**config.mk**
```make
export PLATFORM = sky130hd
export DESIGN_NAME = osc_capture_ctrl_flat
export DESIGN_NICKNAME = d
export VERILOG_FILES = /design/src/rtl/osc_capture_ctrl_if.sv /design/src/rtl/osc_capture_ctrl.sv /design/src/flat_wrapper.sv
export SDC_FILE = /design/constraint.sdc
export NUM_CORES = 1
export LEC_CHECK = 0
export BUFFER_PORTS_ARGS = -buffer_cell sky130_fd_sc_hd__buf_2
export CAP_MARGIN = 20
export CELL_PAD_IN_SITES_DETAIL_PLACEMENT = 1
export CELL_PAD_IN_SITES_GLOBAL_PLACEMENT = 1
export CORE_MARGIN = 3
export CORE_UTILIZATION = 30
export DETAILED_ROUTE_END_ITERATION = 8
export GPL_TIMING_DRIVEN = 0
export PLACE_DENSITY = 0.6
export SETUP_SLACK_MARGIN = 0.4
export SLEW_MARGIN = 20
export SYNTH_ARGS = -nofsm -noshare
export SYNTH_HDL_FRONTEND = slang
export SYNTH_SLANG_ARGS = --single-unit
```
**constraint.sdc**
```tcl
create_clock -name clk -period 3.2 [get_ports clk]
set_clock_uncertainty 0.15 [all_clocks]
set_input_delay 0.64 -clock clk [delete_from_list [all_inputs] [get_ports clk]]
set_output_delay 0.64 -clock clk [all_outputs]
set_load 0.05 [all_outputs]
```
**src/rtl/osc_capture_ctrl_if.sv**
```systemverilog
//------------------------------------------------------------------------------
// Module : osc_capture_ctrl_if
// Brief  : Control, sample, frame-RAM write and renderer handshake bundle
//          of the oscilloscope capture controller.
// Rev    : 1.0  initial release
//------------------------------------------------------------------------------
`timescale 1ns/1ps
`default_nettype none

interface osc_capture_ctrl_if #(
    parameter int ADDR_W = 10
);
    logic              run;
    logic [1:0]        hzoom;
    logic [7:0]        trig_level;
    logic              trig_edge;
    logic [7:0]        ad_data;
    logic              ad_valid;
    logic              wr_en;
    logic [ADDR_W-1:0] wr_addr;
    logic [7:0]        wr_data;
    logic              frame_ready;
    logic              frame_ack;
    logic [ADDR_W-1:0] start_addr;
    logic              auto_trig;
    logic              busy;

    modport master (
        output run, hzoom, trig_level, trig_edge, ad_data, ad_valid, frame_ack,
        input  wr_en, wr_addr, wr_data, frame_ready, start_addr, auto_trig, busy
    );

    modport slave (
        input  run, hzoom, trig_level, trig_edge, ad_data, ad_valid, frame_ack,
        output wr_en, wr_addr, wr_data, frame_ready, start_addr, auto_trig, busy
    );
endinterface

`default_nettype wire

```
**src/rtl/osc_capture_ctrl.sv**
```systemverilog
//------------------------------------------------------------------------------
// Module : osc_capture_ctrl
// Brief  : Oscilloscope acquisition sequencer: decimation, pre-trigger fill,
//          edge/auto trigger, post-trigger fill and frame hold handshake.
// Rev    : 1.0  initial release
//------------------------------------------------------------------------------
`timescale 1ns/1ps
`default_nettype none

module osc_capture_ctrl #(
    parameter int ADDR_W  = 10,
    parameter int AUTO_TO = 4096
) (
    input  wire logic         clk,
    input  wire logic         rst,
    osc_capture_ctrl_if.slave bus
);

    localparam int TO_W = $clog2(AUTO_TO + 1);
    localparam logic [ADDR_W-1:0] C_HALF    = ADDR_W'(2 ** (ADDR_W - 1));
    localparam logic [ADDR_W-1:0] C_HALF_M1 = ADDR_W'(2 ** (ADDR_W - 1) - 1);
    localparam logic [ADDR_W-1:0] C_HALF_M2 = ADDR_W'(2 ** (ADDR_W - 1) - 2);
    localparam logic [TO_W-1:0]   C_TO_LAST = TO_W'(AUTO_TO - 1);

    typedef enum logic [2:0] {
        S_IDLE  = 3'd0,
        S_PRE   = 3'd1,
        S_ARMED = 3'd2,
        S_POST  = 3'd3,
        S_HOLD  = 3'd4
    } state_t;

    state_t            state_q, state_d;
    logic [ADDR_W-1:0] addr_q, addr_d;
    logic              wr_en_q, wr_en_d;
    logic [7:0]        wr_data_q, wr_data_d;
    logic [7:0]        prev_q, prev_d;
    logic [ADDR_W-1:0] cnt_q, cnt_d;
    logic [TO_W-1:0]   to_q, to_d;
    logic [1:0]        dec_q, dec_d;
    logic [1:0]        hz_q, hz_d;
    logic [ADDR_W-1:0] start_q, start_d;
    logic              auto_q, auto_d;

    logic w_busy;
    logic w_dec_wrap;
    logic w_post_last;
    logic w_accept;
    logic w_rise;
    logic w_fall;
    logic w_edge_hit;
    logic w_timeout;
    logic w_hz_chg;
    logic w_enter_pre;

    assign w_busy      = (state_q == S_PRE) || (state_q == S_ARMED) || (state_q == S_POST);
    assign w_dec_wrap  = (hz_q == 2'd0) || ((hz_q == 2'd1) && (dec_q == 2'd1)) || (dec_q == 2'd3);
    // The final POST write must not leave a sample in flight into HOLD.
    assign w_post_last = (state_q == S_POST) && wr_en_q && (cnt_q == C_HALF_M2);
    assign w_accept    = w_busy && bus.ad_valid && (dec_q == 2'd0) && !w_post_last;
    assign w_rise      = (prev_q < bus.trig_level) && (wr_data_q >= bus.trig_level);
    assign w_fall      = (prev_q > bus.trig_level) && (wr_data_q <= bus.trig_level);
    assign w_edge_hit  = bus.trig_edge ? w_fall : w_rise;
    assign w_timeout   = (to_q == C_TO_LAST);
    assign w_hz_chg    = w_busy && (bus.hzoom != hz_q);

    always_ff @(posedge clk) begin
        if (rst) begin
            state_q   <= S_IDLE;
            addr_q    <= '0;
            wr_en_q   <= 1'b0;
            wr_data_q <= '0;
            prev_q    <= '0;
            cnt_q     <= '0;
            to_q      <= '0;
            dec_q     <= '0;
            hz_q      <= '0;
            start_q   <= '0;
            auto_q    <= 1'b0;
        end else begin
            state_q   <= state_d;
            addr_q    <= addr_d;
            wr_en_q   <= wr_en_d;
            wr_data_q <= wr_data_d;
            prev_q    <= prev_d;
            cnt_q     <= cnt_d;
            to_q      <= to_d;
            dec_q     <= dec_d;
            hz_q      <= hz_d;
            start_q   <= start_d;
            auto_q    <= auto_d;
        end
    end

    always_comb begin
        state_d     = state_q;
        addr_d      = addr_q;
        wr_en_d     = 1'b0;
        wr_data_d   = wr_data_q;
        prev_d      = prev_q;
        cnt_d       = cnt_q;
        to_d        = to_q;
        dec_d       = dec_q;
        hz_d        = hz_q;
        start_d     = start_q;
        auto_d      = auto_q;
        w_enter_pre = 1'b0;

        // Trigger and phase decisions are taken on the cycle the sample is written.
        if (wr_en_q) begin
            addr_d = addr_q + ADDR_W'(1);
            prev_d = wr_data_q;
        end
        if (w_busy && bus.ad_valid) begin
            dec_d = w_dec_wrap ? 2'd0 : dec_q + 2'd1;
        end
        if (w_accept) begin
            wr_en_d   = 1'b1;
            wr_data_d = bus.ad_data;
        end

        unique case (state_q)
            S_IDLE: begin
                addr_d      = '0;
                w_enter_pre = bus.run;
            end
            S_PRE: begin
                if (wr_en_q) begin
                    cnt_d = cnt_q + ADDR_W'(1);
                    if (cnt_q == C_HALF_M1) begin
                        state_d = S_ARMED;
                        to_d    = '0;
                    end
                end
            end
            S_ARMED: begin
                if (wr_en_q) begin
                    to_d = to_q + TO_W'(1);
                    if (w_edge_hit || w_timeout) begin
                        state_d = S_POST;
                        cnt_d   = '0;
                        start_d = addr_q - C_HALF;
                        auto_d  = !w_edge_hit;
                    end
                end
            end
            S_POST: begin
                if (wr_en_q) begin
                    cnt_d = cnt_q + ADDR_W'(1);
                    if (w_post_last) begin
                        state_d = S_HOLD;
                    end
                end
            end
            S_HOLD: begin
                w_enter_pre = bus.frame_ack;
            end
            default: begin
                state_d = S_IDLE;
            end
        endcase

        if (w_hz_chg) begin
            w_enter_pre = 1'b1;
            wr_en_d     = 1'b0;
        end
        if (w_enter_pre) begin
            state_d = S_PRE;
            cnt_d   = '0;
            dec_d   = '0;
            hz_d    = bus.hzoom;
        end
        if (!bus.run) begin
            state_d = S_IDLE;
            addr_d  = '0;
            wr_en_d = 1'b0;
            dec_d   = '0;
        end
    end

    assign bus.wr_en       = wr_en_q;
    assign bus.wr_addr     = addr_q;
    assign bus.wr_data     = wr_data_q;
    assign bus.frame_ready = (state_q == S_HOLD);
    assign bus.start_addr  = start_q;
    assign bus.auto_trig   = auto_q;
    assign bus.busy        = w_busy;

endmodule

`default_nettype wire

```
**src/flat_wrapper.sv**
```systemverilog
// flat-port wrapper written by rule: the top's interface ports become plain ports
module osc_capture_ctrl_flat 
#(
    parameter int ADDR_W  = 10,
    parameter int AUTO_TO = 4096
)
  (clk, rst, bus_run, bus_hzoom, bus_trig_level, bus_trig_edge, bus_ad_data, bus_ad_valid, bus_frame_ack, bus_wr_en, bus_wr_addr, bus_wr_data, bus_frame_ready, bus_start_addr, bus_auto_trig, bus_busy);
  osc_capture_ctrl_if #(.ADDR_W(ADDR_W)) bus_i ();
  input  wire logic clk;
  input  wire logic rst;
  input wire logic [$bits(bus_i.run)-1:0] bus_run;
  input wire logic [$bits(bus_i.hzoom)-1:0] bus_hzoom;
  input wire logic [$bits(bus_i.trig_level)-1:0] bus_trig_level;
  input wire logic [$bits(bus_i.trig_edge)-1:0] bus_trig_edge;
  input wire logic [$bits(bus_i.ad_data)-1:0] bus_ad_data;
  input wire logic [$bits(bus_i.ad_valid)-1:0] bus_ad_valid;
  input wire logic [$bits(bus_i.frame_ack)-1:0] bus_frame_ack;
  output wire logic [$bits(bus_i.wr_en)-1:0] bus_wr_en;
  output wire logic [$bits(bus_i.wr_addr)-1:0] bus_wr_addr;
  output wire logic [$bits(bus_i.wr_data)-1:0] bus_wr_data;
  output wire logic [$bits(bus_i.frame_ready)-1:0] bus_frame_ready;
  output wire logic [$bits(bus_i.start_addr)-1:0] bus_start_addr;
  output wire logic [$bits(bus_i.auto_trig)-1:0] bus_auto_trig;
  output wire logic [$bits(bus_i.busy)-1:0] bus_busy;
  assign bus_i.run = bus_run;
  assign bus_i.hzoom = bus_hzoom;
  assign bus_i.trig_level = bus_trig_level;
  assign bus_i.trig_edge = bus_trig_edge;
  assign bus_i.ad_data = bus_ad_data;
  assign bus_i.ad_valid = bus_ad_valid;
  assign bus_i.frame_ack = bus_frame_ack;
  assign bus_wr_en = bus_i.wr_en;
  assign bus_wr_addr = bus_i.wr_addr;
  assign bus_wr_data = bus_i.wr_data;
  assign bus_frame_ready = bus_i.frame_ready;
  assign bus_start_addr = bus_i.start_addr;
  assign bus_auto_trig = bus_i.auto_trig;
  assign bus_busy = bus_i.busy;
  osc_capture_ctrl #(.ADDR_W(ADDR_W), .AUTO_TO(AUTO_TO)) u_core (.clk(clk), .rst(rst), .bus(bus_i));
endmodule
```
==> results of run 1 <==
-- state kept, by name, summed over array words and instances (netlist names) --
signal	flops
u_core.prev_q	8
u_core.state_q	3
u_core.dec_q	2
u_core.bus.wr_addr	10
u_core.bus.wr_data	8
u_core.bus.auto_trig	1
u_core.to_q	13
u_core.bus.wr_en	1
u_core.bus.start_addr	10
u_core.cnt_q	10
u_core.hz_q	2
-- layout make-up --
type / count / area [µm²]
fill: 1319 / 6780
multi-input combinational: 295 / 2010
sequential: 68 / 1360
timing repair buffer: 60 / 315
clock buffer: 12 / 267
tap: 140 / 175
buffer: 15 / 68.8
inverter: 16 / 60.1
clock inverter: 3 / 45.0
-- worst max-delay path, cell delays in order --
cell	delay, ns
buf_2	0.09
inv_1	0.08
ha_1	0.27
a21oi_1	0.30
a31oi_1	0.13
or2_1	0.26
a221oi_4	0.39
buf_6	0.19
o211ai_4	0.15
a311oi_2	0.24
-- per-stage QoR --
step | power [mW] | cells
after global routing | 2.09 | 609
after floorplan | 0.949 | 394
after detailed placement | 0.989 | 588
final | 2.01 | 609
after global placement | 0.986 | 588
after CTS | 2.05 | 606
-- Yosys cell counts (all sizes together), types with 2 or more instances --
cell,count,share of area [%]
o211ai,3,1.3
a21oi,40,6.0
and4,2,0.50
o21ai,23,3.6
or2,2,0.36
dfxtp,68,39
clkbuf,9,0.97
a22oi,2,0.43
nor3,5,0.86
a311oi,2,0.68
and2,2,0.36
nor2,47,5.1
o31ai,6,1.3
nand3,22,3.5
or3,7,1.3
ha,23,8.3
nor2b,4,0.79
a21o,2,0.43
and3,5,1.0
nand2,22,2.4
xnor2,5,1.3
buf,6,1.0
nand4,14,2.5
mux2i,20,5.8
xor2,13,3.3
or4,5,1.2
inv,16,1.7
nor3b,2,0.43
-- repair_timing --
action                     CTS  global route
pin swaps                    1             2
resized for setup            0             4
setup buffers                3             3
setup endpoints to repair    2            19
-- cells by family after synthesis --
| family | share of synthesized area (%) |
|---|---|
| AOI/OAI and AO/OA | 16.6 |
| and+or+nand+nor | 21.7 |
| buffers and inverters | 3.70 |
| muxes | 6.08 |
| adders and majority gates | 8.27 |
| xor gates and xnor gates | 4.53 |
| DFF | 39.1 |
-- metal layers --
metal  vias up  track usage [%]
met2        54             24.7
met5         -                0
met3        12             3.77
met4         0             6.73
li1       1559                -
met1      1477             19.1
-- final timing paths --
| check | from | endpoint | cells past startpoint | slack (ns) |
|---|---|---|---|---|
| setup reg to reg | u_core.bus.wr_data[3] | u_core.cnt_q[1] | 8 | 0.62 |
| setup / recovery | bus_trig_level[3] | u_core.cnt_q[1] | 10 | 0.56 |
| hold reg to reg | u_core.cnt_q[9] | u_core.cnt_q[9] | 2 | 0.33 |
| hold / removal | u_core.cnt_q[9] | u_core.cnt_q[9] | 2 | 0.33 |
-- power breakdown --
| part | internal [mW] | switching (mW) | leakage (nW) | total, mW |
|---|---|---|---|---|
| Sequential | 0.853 | 0.00651 | 0.548 | 0.859 |
| Clock | 0.662 | 0.376 | 0.147 | 1.04 |
| Combinational | 0.0406 | 0.0702 | 0.965 | 0.111 |
| Total | 1.56 | 0.453 | 1.66 | 2.01 |
==> flow_summary.yaml, run 1 <==
final_layout:
  final_cell_mix: "dfxtp_1 (68), buf_2 (58), nor2_1 (47)"
  drive_above_1_share_pct: 20.9
  area_delta_synth_final_pct: 23.5
  stdcell_area_mm2: 0.00430
  nets: 512
  n_antenna_cell: 0
  mostFrequentLayoutCell: "dfxtp_1"
  utilization_pct: 38.8
worst_setup_path:
  cp.required_ns: 3.30
  start_kind: "input port"
  crit_fanout: 10
  cp_data_arrival_time_ns: 2.74
  endpoint_kind: "flip-flop"
  crit_type: "in2reg"
synth:
  synth.cell_area_mm2: 0.00348
  synth_seq_area_share_pct: 39.1
  synth_ff_type: "dfxtp_1"
  ys_warn_count: 0
  synth_edf_count: 0
  synthArstFlopShare_pct: 0
  yosysUniqueCellTypes: 58
  avgSynthCellArea_um2: 8.83
  syn_inst: 394
  synth_nets: 441
  synth_seq_cells: 68
floorplan:
  die_w_um: 114
  rows: 38
  dieHeight_um: 114
  initial_core_util_pct: 31.4
  io_pins: 56
  die_area_mm2: 0.0129
  coreArea_mm2: 0.0111
worst_hold_path:
  min-delay-path-class: "reg2reg"
detailed_routing:
  highest_layer: "met4"
  via_per_inst: 5.09
  met1_length_um: 4390
  drt_iter0_drc: 89
  met3_length_um: 373
  drcViolationCount: 0
  dr.pass1.iters: 4
  route.detailed.wl_per_inst_um: 15.3
  wirelength_um: 9310
  postRouteAntennaNets: 0
  via_count: 3102
  met2_length_um: 4380
sta:
  min_period_ns: 2.64
  finalCritPeriodShare_pct: 82.6
  tightest_slew_ns: 0.847
  grt_setup_unrepaired: "true"
  finalSetupTns_ns: 0
  fin_ws_ns: 0.557
  drv_slew: 0
  slew-limit-headroom_pct: 43.5
  setup-violations-final: 0
  hold_ws_ns: 0.328
  hold_viol_final: 0
  fmax_ghz: 0.378
grt:
  grt_max_degree: 12
  grt_overflow_total: 0
  grt_pass1_wl_um: 15600
  track_usage_pct: 15.2
  antenna_found_initial: 0
  grt_pass1_vias: 3158
placement:
  io_buffer_count: 54
  dpl.hpwl_um: 6850
  dp_slack_ns: 0.0130
  place_congestion: 0.751
  dpl_cell_area_mm2: 0.00393
clock_tree:
  cts-root-buf: "clkbuf_16"
  path_clk_slew_ns: 0.06
  ctsHtreeMaxLevel: 3
  clk_latency_ns: 0.34
  cts_buffers: 9
  cts_tree: "yes"
  clkSinkCount: 68
  cts_hold_buf: 0
  cts_buffer_depth: 2
flow_run:
  drv_cap: 0
power_and_ir_drop:
  p_leak_nw: 1.66
  powerDensity_mw_per_mm2: 467
  ir_drop_v: 0.000263
status:
  status: "finished, final reports clean"
Note: power is estimated with default switching activity, not from simulation.
==> run 2, diff against run 1 <==
ABC_AREA = 1   (was unset)
PLACE_DENSITY = 0.65   (was 0.6)
clock period = 2.16 ns   (was 3.2 ns; I/O delays follow)
==> flow_summary.yaml, run 2 <==
status:
  status: "finished, final reports clean"
power_and_ir_drop:
  p_leak_nw: 2.33
  ir_drop_v: 0.000446
  pwr-share-comb_pct: 12.3
  internal_power_mw: 2.34
  powerDensity_mw_per_mm2: 569
  net-switching-power_mw: 0.803
  swShare_pct: 25.6
  clkPwrFrac_pct: 46.7
  p_seq_share_pct: 41.0
flow_run:
  drv_cap: 0
floorplan:
  dieHeight_um: 114
  io_pins: 56
  die_w_um: 114
  rows: 38
  initial_core_util_pct: 31.4
  coreArea_mm2: 0.0111
  die_area_mm2: 0.0129
final_layout:
  n_antenna_cell: 0
  top_register: "u_core.to_q"
  mostFrequentLayoutCell: "nand2_1"
  largest_reg_flops: 13
  nets: 657
  drive_above_1_share_pct: 46.8
  final_cell_mix: "nand2_1 (61), nor2_1 (59), buf_2 (52)"
  area_delta_synth_final_pct: 58.4
synth:
  synth_seq_area_share_pct: 39.1
  yosysMostFrequentCell: "nor2_1"
  synth_nets: 538
  avgSynthCellArea_um2: 7.09
  yosysUniqueCellTypes: 32
  synthTopCellsByCount: "nor2_1 (87), nand2_1 (83), dfxtp_1 (68), inv_1 (58), a21oi_1 (43)"
  netlist.area_leader.share_pct: 39.1
  synth.cell_area_mm2: 0.00348
  ys_warn_count: 0
  syn_inst: 491
  synthArstFlopShare_pct: 0
  synth_ff_type: "dfxtp_1"
  yosysTopAreaCell: "dfxtp_1"
  ys_top_cells_by_area: "dfxtp_1 (39%), nor2_1 (9.4%), nand2_1 (8.9%)"
  synth_seq_cells: 68
  synth_edf_count: 0
worst_setup_path:
  endpoint_kind: "flip-flop"
  crit_fanout: 3
  cp_cell_sequence: "inv_1 > nor3_2 > nand2_1 > nor2_2 > inv_2 > a211oi_4 > nand2_2 > o21bai_1 > a21oi_1"
  crit_family: "simple AND/OR/NAND/NOR gates"
  cp.required_ns: 2.23
  crit_type: "reg2reg"
  slowest_stage: "dfxtp_2"
  start_kind: "flip-flop"
  critPathBufInv: 2
  cp_data_arrival_time_ns: 2.15
  slowest_delay_ns: 0.39
detailed_routing:
  route.detailed.wl_per_inst_um: 16.7
  postRouteAntennaNets: 0
  via_count: 3760
  via_per_inst: 4.98
  drt_iter0_drc: 146
  dr.pass1.iters: 4
  wirelength_um: 12600
  drcViolationCount: 0
sta:
  tightest_slew_ns: 0.655
  drv_slew: 0
  fin_ws_ns: 0.0839
  hold_ws_ns: 0.206
  finalCritPeriodShare_pct: 96.1
  slew-limit-headroom_pct: 55.9
  fmax_ghz: 0.482
  min_period_ns: 2.08
  grt_setup_unrepaired: "true"
  setup-violations-final: 0
  hold_viol_final: 0
grt:
  grt_pass1_wl_um: 20100
  grt_pass1_vias: 4113
  track_usage_pct: 19.7
  grt_max_degree: 12
  antenna_found_initial: 0
  grt_overflow_total: 0
worst_hold_path:
  min-delay-path-class: "in2reg"
placement:
  dp_slack_ns: -0.329
  place_congestion: 0.816
  io_buffer_count: 54
  dpl.hpwl_um: 7860
clock_tree:
  clkSinkCount: 68
  path_clk_slew_ns: 0.05
  cts_buffers: 9
  ctsHtreeMaxLevel: 3
  cts_hold_buf: 0
  clk_latency_ns: 0.34
  cts_buffer_depth: 2
  cts_tree: "yes"
  cts-root-buf: "clkbuf_16"
-- run 2: cell types whose count changed after synthesis, moves of 5 or more --
cell / delta
a21oi_1: +5
inv_1: +42
mux2i_1: -20
nand2_1: +61
nand3_1: -5
nor2_1: +40
nor3_1: +8
o21ai_0: +26
o21ai_1: -8
o31ai_1: -6
or3_1: -7
-- run 2: what timing repair did --
item | CTS | global route
setup buffers | 41 | 10
resized for setup | 136 | 73
gates cloned | 3 | 0
pin swaps | 34 | 28
endpoints found under the setup margin | 61 | 56
-- run 2: area by class of cell --
class                           instances  area (µm²)
Multi-Input combinational cell        352        2480
Timing Repair Buffer                  108         785
Buffer                                 11        92.6
Fill cell                            1334        5560
Inverter                               60         268
Sequential cell                        68        1430
Clock buffer                           14         254
Clock inverter                          2        35.0
Tap cell                              140         175
-- run 2: worst paths after layout --
path	slack, ns	startpoint	to	cells after the start
max reg2reg	0.08	u_core.state_q[1]	u_core.state_q[1]	9
max	0.08	u_core.state_q[1]	u_core.state_q[1]	9
min reg2reg	0.33	u_core.to_q[11]	u_core.to_q[11]	1
min	0.21	bus_ad_data[7]	u_core.bus.wr_data[7]	3
-- run 2: power by group through the flow --
stage                     Combinational [mW]  Clock [mW]  Sequential, mW
after floorplan                        0.157           0            1.35
after global placement                 0.270           0            1.32
after detailed placement               0.280           0            1.32
after CTS                              0.345        1.50            1.29
after global routing                   0.426        1.58            1.29
final                                  0.386        1.47            1.29
-- run 2: per-stage QoR --
| step | util [%] | TNS [ns] | cell area (µm²) | power, mW | instances |
|---|---|---|---|---|---|
| after floorplan | - | 0 | 3650 | 1.50 | 491 |
| after global placement | 36.9 | -5.38 | 4090 | 1.59 | 685 |
| after detailed placement | 36.9 | -7.81 | 4090 | 1.60 | 685 |
| after CTS | 46.8 | 0 | 5190 | 3.14 | 745 |
| after global routing | 49.8 | -0.0135 | 5520 | 3.29 | 755 |
| final | 49.8 | 0 | 5520 | 3.14 | 755 |
-- run 2: per-layer routing --
metal	vias up	share of wire [%]	track usage, %
met4	0	1.9	6.01
met1	1817	43	22.8
met2	70	50	35.0
met3	20	4.5	5.84
met5	-	0	0
li1	1853	-	-
-- run 2: kinds of logic (layout without fill, tap and decap cells) --
group,count (synthesis),in the layout,synth area share [%]
buf+inv,71,195,7.80
xor+xnor,13,13,3.27
compound gates,96,96,14.6
simple gates,220,220,26.9
flops,68,68,39.1
fa+ha+maj,23,23,8.26
-- run 2: worst register-to-register path: stages (launching register included) --
cell and delay, ns:
dfxtp_2 0.39, inv_1 0.11, nor3_2 0.29, nand2_1 0.12
nor2_2 0.15, inv_2 0.07, a211oi_4 0.32, nand2_2 0.10
o21bai_1 0.18, a21oi_1 0.07
